===== src/rtl/ddr_arb_pkg.sv =====
// Shared definitions for the DDR port arbiter: MIG command codes, the
// arbiter FSM state type, the read-tag record and the round-robin picker.
package ddr_arb_pkg;

  localparam logic [2:0] CMD_WRITE = 3'd0;
  localparam logic [2:0] CMD_READ  = 3'd1;

  // Port indices are sized for the largest supported arbiter (8 ports).
  localparam int MAX_PORTS  = 8;
  localparam int PORT_IDX_W = 3;
  localparam int IDX_W      = PORT_IDX_W + 1;
  localparam int TAG_CNT_W  = 16;

  typedef enum logic [2:0] {
    ST_IDLE,
    ST_ARB,
    ST_WR,
    ST_RD,
    ST_DONE
  } arb_state_e;

  typedef struct packed {
    logic [PORT_IDX_W-1:0] port;
    logic [TAG_CNT_W-1:0]  cnt;
  } rd_tag_t;

  // First set bit of elig at or after ptr, wrapping at num. Returns ptr when
  // nothing is eligible; callers only use the result when something is.
  function automatic logic [PORT_IDX_W-1:0] rr_select(
    input logic [MAX_PORTS-1:0]  elig,
    input logic [PORT_IDX_W-1:0] ptr,
    input logic [IDX_W-1:0]      num
  );
    logic [PORT_IDX_W-1:0] sel;
    logic                  found;
    logic [IDX_W-1:0]      idx;
    sel   = ptr;
    found = 1'b0;
    for (int i = 0; i < MAX_PORTS; i++) begin
      idx = {1'b0, ptr} + IDX_W'(i);
      if (idx >= num) idx = idx - num;
      if (!found && (IDX_W'(i) < num) && elig[idx[PORT_IDX_W-1:0]]) begin
        sel   = idx[PORT_IDX_W-1:0];
        found = 1'b1;
      end
    end
    return sel;
  endfunction

endpackage


===== src/rtl/ddr_rd_tag_fifo.sv =====
// In-order tag FIFO for outstanding read bursts. Each entry records the
// issuing port and the burst length; the head entry carries a beat counter
// and retires itself on its last returned beat.
// Ports:
//   clk_i, rst_i      clock, synchronous active-high reset
//   push_i/push_tag_i enqueue a tag (ignored when full)
//   beat_i            one read beat returned for the head entry
//   empty_o, full_o   occupancy flags
//   head_port_o       port owning the head entry
module ddr_rd_tag_fifo
  import ddr_arb_pkg::*;
#(
  parameter int DEPTH = 4
) (
  input  logic                  clk_i,
  input  logic                  rst_i,
  input  logic                  push_i,
  input  rd_tag_t               push_tag_i,
  input  logic                  beat_i,
  output logic                  empty_o,
  output logic                  full_o,
  output logic [PORT_IDX_W-1:0] head_port_o
);

  localparam int AW = $clog2(DEPTH);

  rd_tag_t              mem_q [DEPTH];
  logic [AW:0]          wr_ptr_q, rd_ptr_q;
  logic [TAG_CNT_W-1:0] head_cnt_q;
  rd_tag_t              head;
  logic                 head_last, beat, pop, push;

  assign head        = mem_q[rd_ptr_q[AW-1:0]];
  assign head_port_o = head.port;
  assign empty_o     = (wr_ptr_q == rd_ptr_q);
  assign full_o      = (wr_ptr_q[AW] != rd_ptr_q[AW]) &&
                       (wr_ptr_q[AW-1:0] == rd_ptr_q[AW-1:0]);
  assign head_last   = (head_cnt_q == head.cnt - TAG_CNT_W'(1));
  assign beat        = beat_i & ~empty_o;
  assign pop         = beat & head_last;
  assign push        = push_i & ~full_o;

  always_ff @(posedge clk_i) begin
    if (push) mem_q[wr_ptr_q[AW-1:0]] <= push_tag_i;
  end

  always_ff @(posedge clk_i) begin
    if (rst_i) begin
      wr_ptr_q   <= '0;
      rd_ptr_q   <= '0;
      head_cnt_q <= '0;
    end else begin
      if (push) wr_ptr_q <= wr_ptr_q + 1'b1;
      if (pop) begin
        rd_ptr_q   <= rd_ptr_q + 1'b1;
        head_cnt_q <= '0;
      end else if (beat) begin
        head_cnt_q <= head_cnt_q + TAG_CNT_W'(1);
      end
    end
  end

endmodule


===== src/rtl/ddr_port_arbiter.sv =====
// Round-robin arbiter sharing one MIG user interface between NUM_PORTS
// linear-burst requesters. Issues write/read commands for the granted port,
// streams its write FIFO head to app_wdf_data, and routes read beats back to
// the issuing port in order through ddr_rd_tag_fifo.
// Build option: DDR_ARB_WR_PRIORITY_EN -- eligible writes win over reads
// (round-robin among writes first, then among reads).
// Ports:
//   ui_clk, ui_rst_i           clock, synchronous active-high reset
//   req_*_i                    per-port burst request (level, held to done_o)
//   wdata_i / wdata_pop_o      per-port FWFT write FIFO heads and pops
//   grant_o, done_o            burst in progress / burst finished pulse
//   rdata_o, rdata_vld_o, err_o  read return and orphan-beat flag
//   app_*                      MIG user interface
//
// state | meaning
// IDLE  | waiting for an eligible request
// ARB   | pick a port, latch its burst, queue its read tag
// WR    | issuing write commands + data
// RD    | issuing read commands
// DONE  | pulse done_o, drop grant
module ddr_port_arbiter
  import ddr_arb_pkg::*;
#(
  parameter int ADDR_WIDTH     = 28,
  parameter int APP_DATA_WIDTH = 128,
  parameter int NUM_PORTS      = 4,
  parameter int LEN_WIDTH      = 16,
  parameter int ADDR_STEP      = 8,
  parameter int TAG_DEPTH      = 4
) (
  input  logic                                ui_clk,
  input  logic                                ui_rst_i,
  input  logic [NUM_PORTS-1:0]                req_i,
  input  logic [NUM_PORTS-1:0]                req_wr_i,
  input  logic [NUM_PORTS*ADDR_WIDTH-1:0]     req_addr_i,
  input  logic [NUM_PORTS*LEN_WIDTH-1:0]      req_len_i,
  input  logic [NUM_PORTS*APP_DATA_WIDTH-1:0] wdata_i,
  output logic [NUM_PORTS-1:0]                wdata_pop_o,
  output logic [NUM_PORTS-1:0]                grant_o,
  output logic [NUM_PORTS-1:0]                done_o,
  output logic [APP_DATA_WIDTH-1:0]           rdata_o,
  output logic [NUM_PORTS-1:0]                rdata_vld_o,
  output logic                                err_o,
  output logic [ADDR_WIDTH-1:0]               app_addr,
  output logic [2:0]                          app_cmd,
  output logic                                app_en,
  output logic [APP_DATA_WIDTH-1:0]           app_wdf_data,
  output logic                                app_wdf_wren,
  output logic                                app_wdf_end,
  input  logic                                app_rdy,
  input  logic                                app_wdf_rdy,
  input  logic [APP_DATA_WIDTH-1:0]           app_rd_data,
  input  logic                                app_rd_data_valid
);

  arb_state_e                state_q;
  logic [PORT_IDX_W-1:0]     rr_ptr_q, gnt_idx_q;
  logic [ADDR_WIDTH-1:0]     addr_q;
  logic [LEN_WIDTH-1:0]      len_q, cnt_q;
  logic [NUM_PORTS-1:0]      grant_q, done_q, rdata_vld_q;
  logic [APP_DATA_WIDTH-1:0] rdata_q;
  logic                      err_q;

  logic [NUM_PORTS-1:0]      elig, sel_oh, gnt_oh, head_oh;
  logic [PORT_IDX_W-1:0]     arb_sel_d, rr_ptr_d, head_port;
  logic                      sel_wr;
  logic [ADDR_WIDTH-1:0]     sel_addr;
  logic [LEN_WIDTH-1:0]      sel_len;
  logic [APP_DATA_WIDTH-1:0] wdata_sel;
  logic                      tag_full, tag_empty, tag_push;
  logic                      wr_beat, rd_beat;
  rd_tag_t                   push_tag;

  // Reads are held off while every tag slot is in use; writes never are.
  assign elig = req_i & (req_wr_i | {NUM_PORTS{~tag_full}});

`ifdef DDR_ARB_WR_PRIORITY_EN
  logic [NUM_PORTS-1:0] elig_wr;
  assign elig_wr   = elig & req_wr_i;
  assign arb_sel_d = (|elig_wr)
                   ? rr_select(MAX_PORTS'(elig_wr), rr_ptr_q, IDX_W'(NUM_PORTS))
                   : rr_select(MAX_PORTS'(elig), rr_ptr_q, IDX_W'(NUM_PORTS));
`else
  assign arb_sel_d = rr_select(MAX_PORTS'(elig), rr_ptr_q, IDX_W'(NUM_PORTS));
`endif

  assign rr_ptr_d = (arb_sel_d == PORT_IDX_W'(NUM_PORTS - 1))
                  ? '0 : arb_sel_d + PORT_IDX_W'(1);

  always_comb begin
    sel_wr    = 1'b0;
    sel_addr  = '0;
    sel_len   = '0;
    sel_oh    = '0;
    gnt_oh    = '0;
    head_oh   = '0;
    wdata_sel = '0;
    for (int p = 0; p < NUM_PORTS; p++) begin
      if (arb_sel_d == PORT_IDX_W'(p)) begin
        sel_wr    = req_wr_i[p];
        sel_addr  = req_addr_i[p*ADDR_WIDTH +: ADDR_WIDTH];
        sel_len   = req_len_i[p*LEN_WIDTH +: LEN_WIDTH];
        sel_oh[p] = 1'b1;
      end
      if (gnt_idx_q == PORT_IDX_W'(p)) begin
        gnt_oh[p] = 1'b1;
        wdata_sel = wdata_i[p*APP_DATA_WIDTH +: APP_DATA_WIDTH];
      end
      if (head_port == PORT_IDX_W'(p)) head_oh[p] = 1'b1;
    end
  end

  assign wr_beat      = (state_q == ST_WR) & app_rdy & app_wdf_rdy;
  assign rd_beat      = (state_q == ST_RD) & app_rdy;
  assign app_en       = wr_beat | rd_beat;
  assign app_cmd      = (state_q == ST_RD) ? CMD_READ : CMD_WRITE;
  assign app_addr     = addr_q;
  assign app_wdf_wren = wr_beat;
  assign app_wdf_end  = wr_beat;
  assign app_wdf_data = (state_q == ST_WR) ? wdata_sel : '0;
  assign wdata_pop_o  = wr_beat ? gnt_oh : '0;
  assign grant_o      = grant_q;
  assign done_o       = done_q;
  assign rdata_o      = rdata_q;
  assign rdata_vld_o  = rdata_vld_q;
  assign err_o        = err_q;

  // Zero-length reads never reach the MIG, so they get no tag.
  assign tag_push      = (state_q == ST_ARB) & (|elig) & ~sel_wr & (sel_len != '0);
  assign push_tag.port = arb_sel_d;
  assign push_tag.cnt  = TAG_CNT_W'(sel_len);

  ddr_rd_tag_fifo #(.DEPTH(TAG_DEPTH)) u_tag_fifo (
    .clk_i       (ui_clk),
    .rst_i       (ui_rst_i),
    .push_i      (tag_push),
    .push_tag_i  (push_tag),
    .beat_i      (app_rd_data_valid),
    .empty_o     (tag_empty),
    .full_o      (tag_full),
    .head_port_o (head_port)
  );

  always_ff @(posedge ui_clk) begin
    if (ui_rst_i) begin
      state_q   <= ST_IDLE;
      rr_ptr_q  <= '0;
      gnt_idx_q <= '0;
      addr_q    <= '0;
      len_q     <= '0;
      cnt_q     <= '0;
      grant_q   <= '0;
      done_q    <= '0;
    end else begin
      done_q <= '0;
      case (state_q)
        ST_IDLE: if (|elig) state_q <= ST_ARB;
        ST_ARB: begin
          if (|elig) begin
            gnt_idx_q <= arb_sel_d;
            addr_q    <= sel_addr;
            len_q     <= sel_len;
            cnt_q     <= '0;
            rr_ptr_q  <= rr_ptr_d;
            if (sel_len == '0) begin
              done_q  <= sel_oh;
              state_q <= ST_DONE;
            end else begin
              grant_q <= sel_oh;
              state_q <= sel_wr ? ST_WR : ST_RD;
            end
          end else begin
            // Requester withdrew between IDLE and ARB.
            state_q <= ST_IDLE;
          end
        end
        ST_WR, ST_RD: begin
          if (app_en) begin
            addr_q <= addr_q + ADDR_WIDTH'(ADDR_STEP);
            cnt_q  <= cnt_q + LEN_WIDTH'(1);
            if (cnt_q == len_q - LEN_WIDTH'(1)) begin
              grant_q <= '0;
              done_q  <= grant_q;
              state_q <= ST_DONE;
            end
          end
        end
        default: state_q <= ST_IDLE;
      endcase
    end
  end

  always_ff @(posedge ui_clk) begin
    if (ui_rst_i) begin
      rdata_q     <= '0;
      rdata_vld_q <= '0;
      err_q       <= 1'b0;
    end else begin
      rdata_vld_q <= '0;
      if (app_rd_data_valid) begin
        if (tag_empty) begin
          err_q <= 1'b1;
        end else begin
          rdata_q     <= app_rd_data;
          rdata_vld_q <= head_oh;
        end
      end
    end
  end

endmodule


===== config.mk =====
export PLATFORM = sky130hd
export DESIGN_NAME = ddr_port_arbiter
export DESIGN_NICKNAME = d
export VERILOG_FILES = /design/src/rtl/ddr_arb_pkg.sv /design/src/rtl/ddr_rd_tag_fifo.sv /design/src/rtl/ddr_port_arbiter.sv
export SDC_FILE = /design/constraint.sdc
export NUM_CORES = 1
export LEC_CHECK = 0
export ABC_CLOCK_PERIOD_IN_PS = 6330
export CORE_AREA = 2 2 449 451
export CTS_CLUSTER_DIAMETER = 40
export DETAILED_ROUTE_END_ITERATION = 8
export DIE_AREA = 0 0 451 453
export GPL_TIMING_DRIVEN = 1
export PLACE_DENSITY_LB_ADDON = 0.3
export SYNTH_ARGS = -nofsm -noshare
export SYNTH_HDL_FRONTEND = slang
export SYNTH_HIERARCHICAL = 1
export SYNTH_SLANG_ARGS = --single-unit

===== constraint.sdc =====
create_clock -name ui_clk -period 6.33 [get_ports ui_clk]
set_input_delay 1.5825 -clock ui_clk [delete_from_list [all_inputs] [get_ports ui_clk]]
set_output_delay 1.5825 -clock ui_clk [all_outputs]
set_load 0.05 [all_outputs]

After elaboration in Yosys (flattened, before gate mapping)
Memories as Yosys holds them, arrays and structs flattened. A register that Yosys moved wholly into a read port is not among the register bits.
Cells that the tools add are included.
{ "word_totals": {"regBits": 232, "output_inout_bits": 307, "mem_count": 1, "romBits": 0, "latchBits": 0, "wordCells": 178, "mem_bits_rw": 76} }
{ "classes": {"mux": 78, "div_mod_pow": 0, "shifts": 0, "n_mul": 0, "reduce_logical": 24, "n_bitwise": 16, "n_addsub": 15, "order_cmp": 8, "eq_ne": 22} }
{ "mem_list": {"columns": ["name", "depth", "width", "read_ports", "rd_ports_with_merged_regs", "wr", "line", "rtl"], "rows": [
  ["u_tag_fifo.mem_q", 4, 19, 1, 1, 1, "ddr_rd_tag_fifo.sv:27", "rd_tag_t mem_q [DEPTH];"]
]} }
{ "ops": {"columns": ["operator", "count"], "rows": [
  ["$mux 128", 5],
  ["$mux 28", 6],
  ["$mux 16", 6],
  ["$pmux 28 s2", 1],
  ["$mux 3", 14],
  ["$mux 4", 9],
  ["$add 16x1->16 const B", 2],
  ["$eq 16x16->1", 2],
  ["$pmux 16 s2", 1],
  ["$sub 16x1->16 const B", 2],
  ["$add 28x4->28 const B", 1],
  ["$mux 1", 27],
  ["$eq 3x2->1 const B", 8],
  ["$logic_not 16->1", 1],
  ["$lt 3x4->1 const B", 4],
  ["$pmux 4 s2", 2],
  ["$reduce_bool 16->1", 1],
  ["$bmux 1 s3", 4],
  ["$eq 3x1->1 const B", 4],
  ["$ge 4x3->1 const B", 3],
  ["$logic_not 3->1", 4],
  ["$sub 3x3->3 const B", 4],
  ["$add 3x1->3 const B", 3],
  ["$and 1x1->1", 9],
  ["23 further kinds", 40]
]} }

Longest topological paths before layout
Gate-level depths: netlist of run 1.
{ "depth": {"depth_word": 28, "ltp_mapped": 25, "ltp_nobuf": 22} }

By module
Netlist of run 1, hierarchy kept.
{ "modules_own_cells": {"columns": ["module", "seq_area_each_um2", "cells_per_inst", "n_inst", "area_per_inst_um2"], "rows": [
  ["ddr_port_arbiter", 4204.0, 1815, 1, 14472.6],
  ["ddr_rd_tag_fifo", 2762.6, 308, 1, 4429.2]
]} }

Worst setup path after synthesis of run 1
OpenSTA, ideal clock, no wires.
{ "synth_timing": {"path_type": "input to register", "start": "input port req_i[0]", "end": "memory u_tag_fifo/mem_q[3][0] in the netlist's numbering (enable)", "arrival_time_ps": 6094, "path_stages": 18, "setup_slack_ps": -143, "path_cell_list": "o21ai_0 mux4_2 a2111oi_0 a211oi_1 xnor2_1 ha_1 clkbuf_1 clkbuf_1 clkbuf_1 clkbuf_1 buf_1 nor2_1 a21oi_1 o21ai_0 mux2i_1 and3_1 nor2b_1 and2_1"} }
{ "synth_between": {"elab_chain_cells": 24, "word_cells_on_any_way": 43} }
{ "synth_rtl": {"columns": ["element", "line", "rtl"], "rows": [
  ["from (decl)", "ddr_port_arbiter.sv:33", "input logic [NUM_PORTS-1:0] req_i,"],
  ["$and 4x4->4 *", "ddr_port_arbiter.sv:75", "assign elig = req_i & (req_wr_i | {NUM_PORTS{~tag_full}});"],
  ["$bmux 1 s3", "ddr_arb_pkg.sv:42", "if (!found && (IDX_W'(i) < num) && elig[idx[PORT_IDX_W-1:0]]) begin"],
  ["$mux 1 (implied by the code)", "ddr_arb_pkg.sv:42", null],
  ["$mux 1", "ddr_arb_pkg.sv:42", null],
  ["$logic_not 1->1", "ddr_arb_pkg.sv:42", null],
  ["$logic_and 1x1->1", "ddr_arb_pkg.sv:42", null],
  ["$mux 1", "ddr_arb_pkg.sv:42", null],
  ["$logic_not 1->1", "ddr_arb_pkg.sv:42", null],
  ["[4 not listed]", null, null],
  ["$mux 3 *", "ddr_arb_pkg.sv:42", null],
  ["via arb_sel_d[0]", "ddr_port_arbiter.sv:65", "logic [PORT_IDX_W-1:0] arb_sel_d, rr_ptr_d, head_port;"],
  ["branches (longest 7 deep; another with $mux 16)", null, null],
  ["$and 1x1->1 *", "ddr_port_arbiter.sv:129", "assign tag_push = (state_q == ST_ARB) & (|elig) & ~sel_wr & (sel_len != '0);"],
  ["via tag_push", "ddr_port_arbiter.sv:70", "logic tag_full, tag_empty, tag_push;"],
  ["$and 1x1->1 *", "ddr_rd_tag_fifo.sv:41", "assign push = push_i & ~full_o;"],
  ["$mux 1 *", "ddr_rd_tag_fifo.sv:44", "if (push) mem_q[wr_ptr_q[AW-1:0]] <= push_tag_i;"],
  ["$mux 1 (implied by the code) *", "ddr_rd_tag_fifo.sv:44", null],
  ["to (decl)", "ddr_rd_tag_fifo.sv:27", null]
]} }
Mark *: on every way through the listed nets, which the timed path passes. The select of a mux whose other input is x is not followed.

Worst setup path after layout of run 1
{ "layout_timing": {"start": "input port req_i[3]", "end": "register u_tag_fifo.wr_ptr_q[2]"} }
{ "layout_between": {"elab_chain_cells": 22, "word_cells_on_any_way": 41} }
{ "layout_rtl": {"columns": ["element", "line", "rtl"], "rows": [
  ["$and 4x4->4 *", "ddr_port_arbiter.sv:75", null],
  ["$bmux 1 s3", "ddr_arb_pkg.sv:42", null],
  ["$mux 1 (implied by the code)", "ddr_arb_pkg.sv:42", null],
  ["$mux 1", "ddr_arb_pkg.sv:42", null],
  ["$logic_not 1->1", "ddr_arb_pkg.sv:42", null],
  ["$logic_and 1x1->1", "ddr_arb_pkg.sv:42", null],
  ["$mux 1", "ddr_arb_pkg.sv:42", null],
  ["$logic_not 1->1", "ddr_arb_pkg.sv:42", null],
  ["[2 not listed]", null, null],
  ["$logic_not 1->1", "ddr_arb_pkg.sv:42", null],
  ["$logic_and 1x1->1", "ddr_arb_pkg.sv:42", null],
  ["$mux 3 *", "ddr_arb_pkg.sv:42", null],
  ["via arb_sel_d[1]", "ddr_port_arbiter.sv:65", null],
  ["branches (longest 7 deep; another with $mux 16)", null, null],
  ["$and 1x1->1 *", "ddr_port_arbiter.sv:129", null],
  ["via tag_push", "ddr_port_arbiter.sv:70", null],
  ["$and 1x1->1 *", "ddr_rd_tag_fifo.sv:41", null],
  ["to (signal assigned)", "ddr_rd_tag_fifo.sv:53", "if (push) wr_ptr_q <= wr_ptr_q + 1'b1;"],
  ["to (decl)", "ddr_rd_tag_fifo.sv:28", "logic [AW:0] wr_ptr_q, rd_ptr_q;"]
]} }
Marks and branches as above.
A chain may end at the register's enable or synchronous reset.

==> impl_metrics.toml, run 1 <==
[outcome]
outcome = "finished clean"

[pwr]
pwr-share-comb_pct = 54.3
p_seq_share_pct = 18.7
switchingPower_mw = 7.33
p_per_area_mw_per_mm2 = 441
p_clk_share_pct = 27.0
p_leak_nw = 11.9
sw_frac_of_total_pct = 45.3
internal_power_mw = 8.85
ir_drop_v = 0.000219

[synthesis]
synthXorXnorAreaFrac_pct = 3.20
synth_top_area_cell = "dfxtp_1"
synth_top_area_share_pct = 24.8
post-synth-top-count-cell = "nand2_1"
ys_seq_area_share_pct = 36.9
synth_edf_count = 76
synth_compound_area_share_pct = 13.2
syn_area_mm2 = 0.0189
synth.area.mux_share_pct = 18.9
ys_warn_count = 6
async_reset_ff_share_pct = 0
ys_ff_latch = 310
synth_area_leaders = "dfxtp_1, mux4_2, edfxtp_1"
yosys.area_share.simple_pct = 22.8
synth_cell_types = 76
synth_top_family_by_area = "simple AND/OR/NAND/NOR gates"
synth.avg_cell_area_um2 = 8.90
synth_fa_ha_area_share_pct = 1.06
synthFlopType = "dfxtp_1"
syn_inst = 2123
synthTopCellsByCount = "nand2_1, a21oi_1, dfxtp_1"

[critical_path]
cp.required_ps = 6840
crit_fanout = 8
path_cells = "clkdlybuf4s50_1 -> o21ai_0 -> mux4_2 -> a41oi_1 -> nor2_1 -> a221oi_1 -> buf_4 -> ha_2 -> inv_1 -> o21a_1 -> or4_1 -> o31ai_1 -> a21oi_1 -> and3_1 -> nor2b_1 -> buf_4 -> and2_2 -> buf_4 -> xnor2_1 -> nor2_1"
ff2ff_path_depth = 24
critPathMaxStageDelay_ps = 570
critPathArrivalTime_ps = 6330
start_kind = "input pin"
cpMostUsedCell = "buf_4"
critPathCaptureType = "flop"
crit_slowest_cell = "or4_1"
path_class = "input pin to flop"

[clocking]
clock_latency_ps = 670
cts_tree = "done"
cts_root_buf = "clkbuf_16"
cts_hold_buf = 0
post_cts_buffers = 0
clk_pin_slew_ps = 50
htree_levels = 3
clockBufferDepth = 3
cts.sinks = 310
cts_resized = 0
numCtsBuffers = 85

[sta]
fin_ws_ps = 513
slew_viol_final = 0
max_freq_mhz = 172
rsz0062_at_grt = "no"
finalSetupViolCount = 0
post-route-min-period_ps = 5820
slew_headroom_pct = 28.2
worst_slew_pin_slew_ps = 1080
finalCritPeriodShare_pct = 91.9
hold_viol = 0
finClkSkew_ps = 40.1

[route]
ant_nets = 0
vias = 22500
avgViaCountPerCell = 3.74
drt_iter0_markers = 2071
dr.pass1.iters = 5
drc = 0
finalWirelength_mm = 176
wl_per_cell_um = 29.1

[finish]
multiInputGateArea_mm2 = 0.0112
synthToLayoutAreaGrowth_pct = 94.2
regArea_mm2 = 0.00697
n_fill_cell = 22100
layout.nets = 4101
drive_gt1_share_pct = 12.4
fin_util_pct = 18.4
final_cell_area_mm2 = 0.0367

[floorplanning]
die_area_mm2 = 0.204
die_w_um = 451
core-area_mm2 = 0.199
die_h_um = 453
pin_count = 1136
start_util_pct = 9.49
placementRows = 164

[global_route]
grt_max_degree = 133
overflow = 0
grt_pass1_vias = 21700
antenna_found_initial = 168
grt_pass1_wl_mm = 219
track_usage_pct = 16.4

[hold_path]
hold-path-cell-count = 2
hp-class = "flop to flop"

[placement]
place_area_mm2 = 0.0337
dp_slack_ps = -123
gp_congestion = 0.951
port_buffers = 1133
dp.final_hpwl_mm = 151

[flow_run]
cap_violations = 0
==> layer usage <==
| layer | wire (um) | GRT usage (%) | up-vias |
|---|---|---|---|
| li1 | - | - | 9926 |
| met1 | 68700 | 19.5 | 11000 |
| met2 | 79300 | 25.7 | 1196 |
| met3 | 20000 | 7.60 | 312 |
| met4 | 7300 | 5.81 | 76 |
| met5 | 495 | 0 | - |
==> path summary, 6_finish.rpt <==
kind	start	endpoint	slack, ps
min reg2reg	rdata_o[57]$_SDFFE_PP0P_	rdata_o[57]$_SDFFE_PP0P_	450
max reg2reg	u_tag_fifo/rd_ptr_q[0]$_SDFFE_PP0P_	u_tag_fifo/wr_ptr_q[2]$_SDFFE_PP0P_	840
min	rdata_o[57]$_SDFFE_PP0P_	rdata_o[57]$_SDFFE_PP0P_	450
max	req_i[3]	u_tag_fifo/wr_ptr_q[2]$_SDFFE_PP0P_	510
==> area by class of cell <==
class                      count  share of cell area (%)
tap                         2656                    9.06
inverter                      31                   0.317
multi-input combinational   1618                    30.5
timing repair buffer        1210                    32.8
sequential                   310                    19.0
antenna                       51                   0.348
clock buffer                 114                    6.56
clock inverter                42                    1.37
==> metrics by stage <==
stage	power, mW	setup TNS (ps)	hold slack, ps	instances
final	16.2	0	449	6032
after global placement	11.9	-8450	441	5825
after floorplan	8.14	0	445	2124
after CTS	16.4	0	451	5981
after global routing	17.0	0	467	5998
after detailed placement	11.9	-4360	447	5825
==> cell usage in the layout (no fill, tap or decap), types with 23 or more instances in the layout <==
cell	count
clkdlybuf4s50_1	1131
nand2_1	450
a21oi_1	283
dfxtp_1	232
nor2_1	155
mux4_2	148
nor2b_1	133
clkbuf_16	85
edfxtp_1	76
o21ai_0	74
buf_4	68
diode_2	51
xnor2_1	41
inv_1	28
xor2_1	28
nand3_1	24
nor3_1	23
==> state kept, by name (all words and copies together), names as in the netlist, named ones only <==
name	cells
rdata_o	128
u_tag_fifo/mem_q	76
app_addr	28
cnt_q	16
len_q	16
u_tag_fifo/head_cnt_q	16
done_o	4
grant_o	4
rdata_vld_o	4
gnt_idx_q	3
rr_ptr_q	3
state_q	3
u_tag_fifo/rd_ptr_q	3
u_tag_fifo/wr_ptr_q	3
err_o	1
==> logic make-up (layout without fill, tap and decap cells) <==
logic type / after synthesis / after routing
other: 1 / 53
AO/OA/AOI/OAI: 441 / 441
XOR/XNOR: 69 / 69
adder cells (fa/ha/maj): 16 / 16
AND/OR/NAND/NOR: 920 / 920
flip-flops: 310 / 310
multiplexers: 170 / 170
buffers and inverters: 196 / 1397
==> power groups by stage <==
stage          Sequential [mW]  Combinational, mW  Clock [mW]
2_1_floorplan             3.65               4.49           0
3_3_place_gp              3.04               8.82           0
3_5_place_dp              3.05               8.85           0
4_1_cts                   3.02               8.89        4.48
5_1_grt                   3.07               9.41        4.57
6_report                  3.02               8.79        4.37
==> worst max-delay path: cells and delay by family <==
family,cells,cell delay (ps)
compound gates,6,1440
xor+xnor,1,130
fa+ha+maj,1,280
buf+inv,5,1140
mux,1,530
simple gates,6,1200
Power figures use the tool's default switching activity.
==> run 2: changes to the inputs <==
- ABC_AREA: not set -> 0
- CTS_CLUSTER_DIAMETER: 40 -> 60
- PLACE_DENSITY_LB_ADDON: 0.3 -> not set
==> run 2 against run 1 <==
Global-route usage grew 0.45 points. Fmax shrank 4.7%. Clock power shrank 32%. Total power shrank 9.3%. Via count grew 0.91%. Register-to-register slack lost 120 ps. Final cell count shrank 1.0%. Wire length grew 2.6%. Largest power group unchanged. Combinational power shrank 0.7%. Sequential share of layout area grew 0.61 points. Design area shrank 3.1%.
==> impl_metrics.toml, run 2 (synthesis gave the netlist of run 1 again) <==
[clocking]
cts.sinks = 310
clock_latency_ps = 640
clockBufferDepth = 3
clk_pin_slew_ps = 60
cts_root_buf = "clkbuf_16"
cts_tree = "done"
post_cts_buffers = 0
numCtsBuffers = 49
htree_levels = 2

[finish]
synthToLayoutAreaGrowth_pct = 88.2
n_fill_cell = 22200
final_cell_area_mm2 = 0.0356
multiInputGateArea_mm2 = 0.0112
final_cell_mix = "clkdlybuf4s50_1, nand2_1, a21oi_1"
layout.nets = 4068
drive_gt1_share_pct = 11.2
largest_reg_flops = 128
regArea_mm2 = 0.00697
final_common_cell = "clkdlybuf4s50_1"

[critical_path]
critPathCaptureType = "flop"
ff2ff_path_depth = 20
crit_fanout = 9
path_class = "input pin to flop"
path_cells = "clkdlybuf4s50_1 -> o21ai_1 -> mux4_2 -> a41oi_1 -> nor2_1 -> a221oi_1 -> buf_4 -> ha_2 -> inv_1 -> o21a_1 -> or4_1 -> o31ai_1 -> a21oi_1 -> and3_1 -> nor2b_1 -> and2_2 -> buf_12"
critPathMaxStageDelay_ps = 660
crit_end = "u_tag_fifo/mem_q[3][14]$_DFFE_PP_"
regToRegEndpoint = "u_tag_fifo/mem_q[3][14]$_DFFE_PP_"
cp.required_ps = 6740
start_kind = "input pin"
crit_slowest_cell = "clkdlybuf4s50_1"
r2r_start = "u_tag_fifo/rd_ptr_q[2]$_SDFFE_PP0P_"
cp-startpoint = "req_wr_i[1]"
critPathArrivalTime_ps = 6510
r2r_slack_ps = 720

[hold_path]
hold-path-cell-count = 2
hp-class = "flop to flop"

[floorplanning]
start_util_pct = 9.49
pin_count = 1136
die_area_mm2 = 0.204
die_h_um = 453
placementRows = 164
core-area_mm2 = 0.199
die_w_um = 451

[route]
ant_nets = 0
dr.pass1.iters = 5
wl_per_cell_um = 30.2
avgViaCountPerCell = 3.81
drc = 0
finalWirelength_mm = 180
vias = 22700
drt_iter0_markers = 2664

[sta]
fin_ws_ps = 227
finalCritPeriodShare_pct = 96.4
slew_headroom_pct = 23.1
max_freq_mhz = 164
worst_slew_pin_slew_ps = 1150
finalSetupViolCount = 0
finClkSkew_ps = 28.5
hold_viol = 0
slew_viol_final = 0
post-route-min-period_ps = 6100
rsz0062_at_grt = "no"

[placement]
port_buffers = 1133
dp.final_hpwl_mm = 158
gp_congestion = 0.994
place_area_mm2 = 0.0336
dp_slack_ps = -310

[global_route]
grt_pass1_vias = 21500
grt_pass1_wl_mm = 224
track_usage_pct = 16.8
grt_max_degree = 124
overflow = 0
antenna_found_initial = 180

[outcome]
outcome = "finished clean"

[flow_run]
cap_violations = 0

[pwr]
ir_drop_v = 0.000295
power_mw = 14.7
p_leak_nw = 11.4
p_per_area_mw_per_mm2 = 413
## run 2: cell count changes in the layout (fill, tap and decap cells not counted), moves of 4 or more
cell	previous run	this run
inv_8	0	4
clkbuf_1	12	1
clkbuf_8	17	3
clkbuf_16	85	50
buf_4	68	78
clkdlybuf4s50_1	1131	1127
## run 2: per-layer routing
| layer | vias to the layer above | global-route usage [%] | routed length [um] |
|---|---|---|---|
| met3 | 282 | 8.33 | 21900 |
| li1 | 9842 | - | - |
| met1 | 11300 | 20.3 | 71500 |
| met4 | 72 | 4.32 | 4840 |
| met5 | - | 0 | 436 |
| met2 | 1236 | 26.4 | 81600 |
## run 2: final cells by class
| type | instances | area share [%] |
|---|---|---|
| clock buffer | 54 | 3.64 |
| clock inverter | 37 | 1.40 |
| sequential | 310 | 19.6 |
| inverter | 31 | 0.327 |
| antenna | 50 | 0.352 |
| timing repair buffer | 1213 | 33.8 |
| tap | 2656 | 9.34 |
| multi-input combinational | 1618 | 31.5 |
## run 2: worst max-delay path, delay by kind of cell
family	cells	cell delay, ps
mux	1	480
compound gates	6	1600
buf+inv	4	1250
simple gates	5	1270
fa+ha+maj	1	300
## run 2: worst min-delay path by stage
| stage | from | endpoint | slack (ps) |
|---|---|---|---|
| floorplan | gnt_idx_q[2]$_SDFFE_PP0P_ | gnt_idx_q[2]$_SDFFE_PP0P_ | 450 |
| global placement | rdata_o[29]$_SDFFE_PP0P_ | rdata_o[29]$_SDFFE_PP0P_ | 440 |
| detailed placement | rdata_o[70]$_SDFFE_PP0P_ | rdata_o[70]$_SDFFE_PP0P_ | 450 |
| CTS | rdata_o[74]$_SDFFE_PP0P_ | rdata_o[74]$_SDFFE_PP0P_ | 450 |
| global route | rdata_o[44]$_SDFFE_PP0P_ | rdata_o[44]$_SDFFE_PP0P_ | 470 |
| finish | rdata_o[74]$_SDFFE_PP0P_ | rdata_o[74]$_SDFFE_PP0P_ | 450 |
## run 2: where the power goes
part	switching, mW	total (mW)	internal, mW	leakage (nW)
Combinational	5.45	8.73	3.28	7.88
Sequential	0.330	2.98	2.65	2.60
Clock	1.16	2.97	1.81	0.876
## run 2: stage by stage
stage / hold slack [ps] / util, % / TNS, ps / instances
floorplan: 445 / - / 0 / 2124
global placement: 441 / 16.9 / -17710 / 5828
detailed placement: 449 / 16.9 / -22340 / 5828
CTS: 454 / 17.8 / 0 / 5919
global route: 468 / 17.8 / 0 / 5930
finish: 452 / 17.8 / 0 / 5969
## run 2: timing repair
item,CTS,global route
hold buffers,0,0
gates resized for setup,0,3
endpoints found under the setup margin,0,30
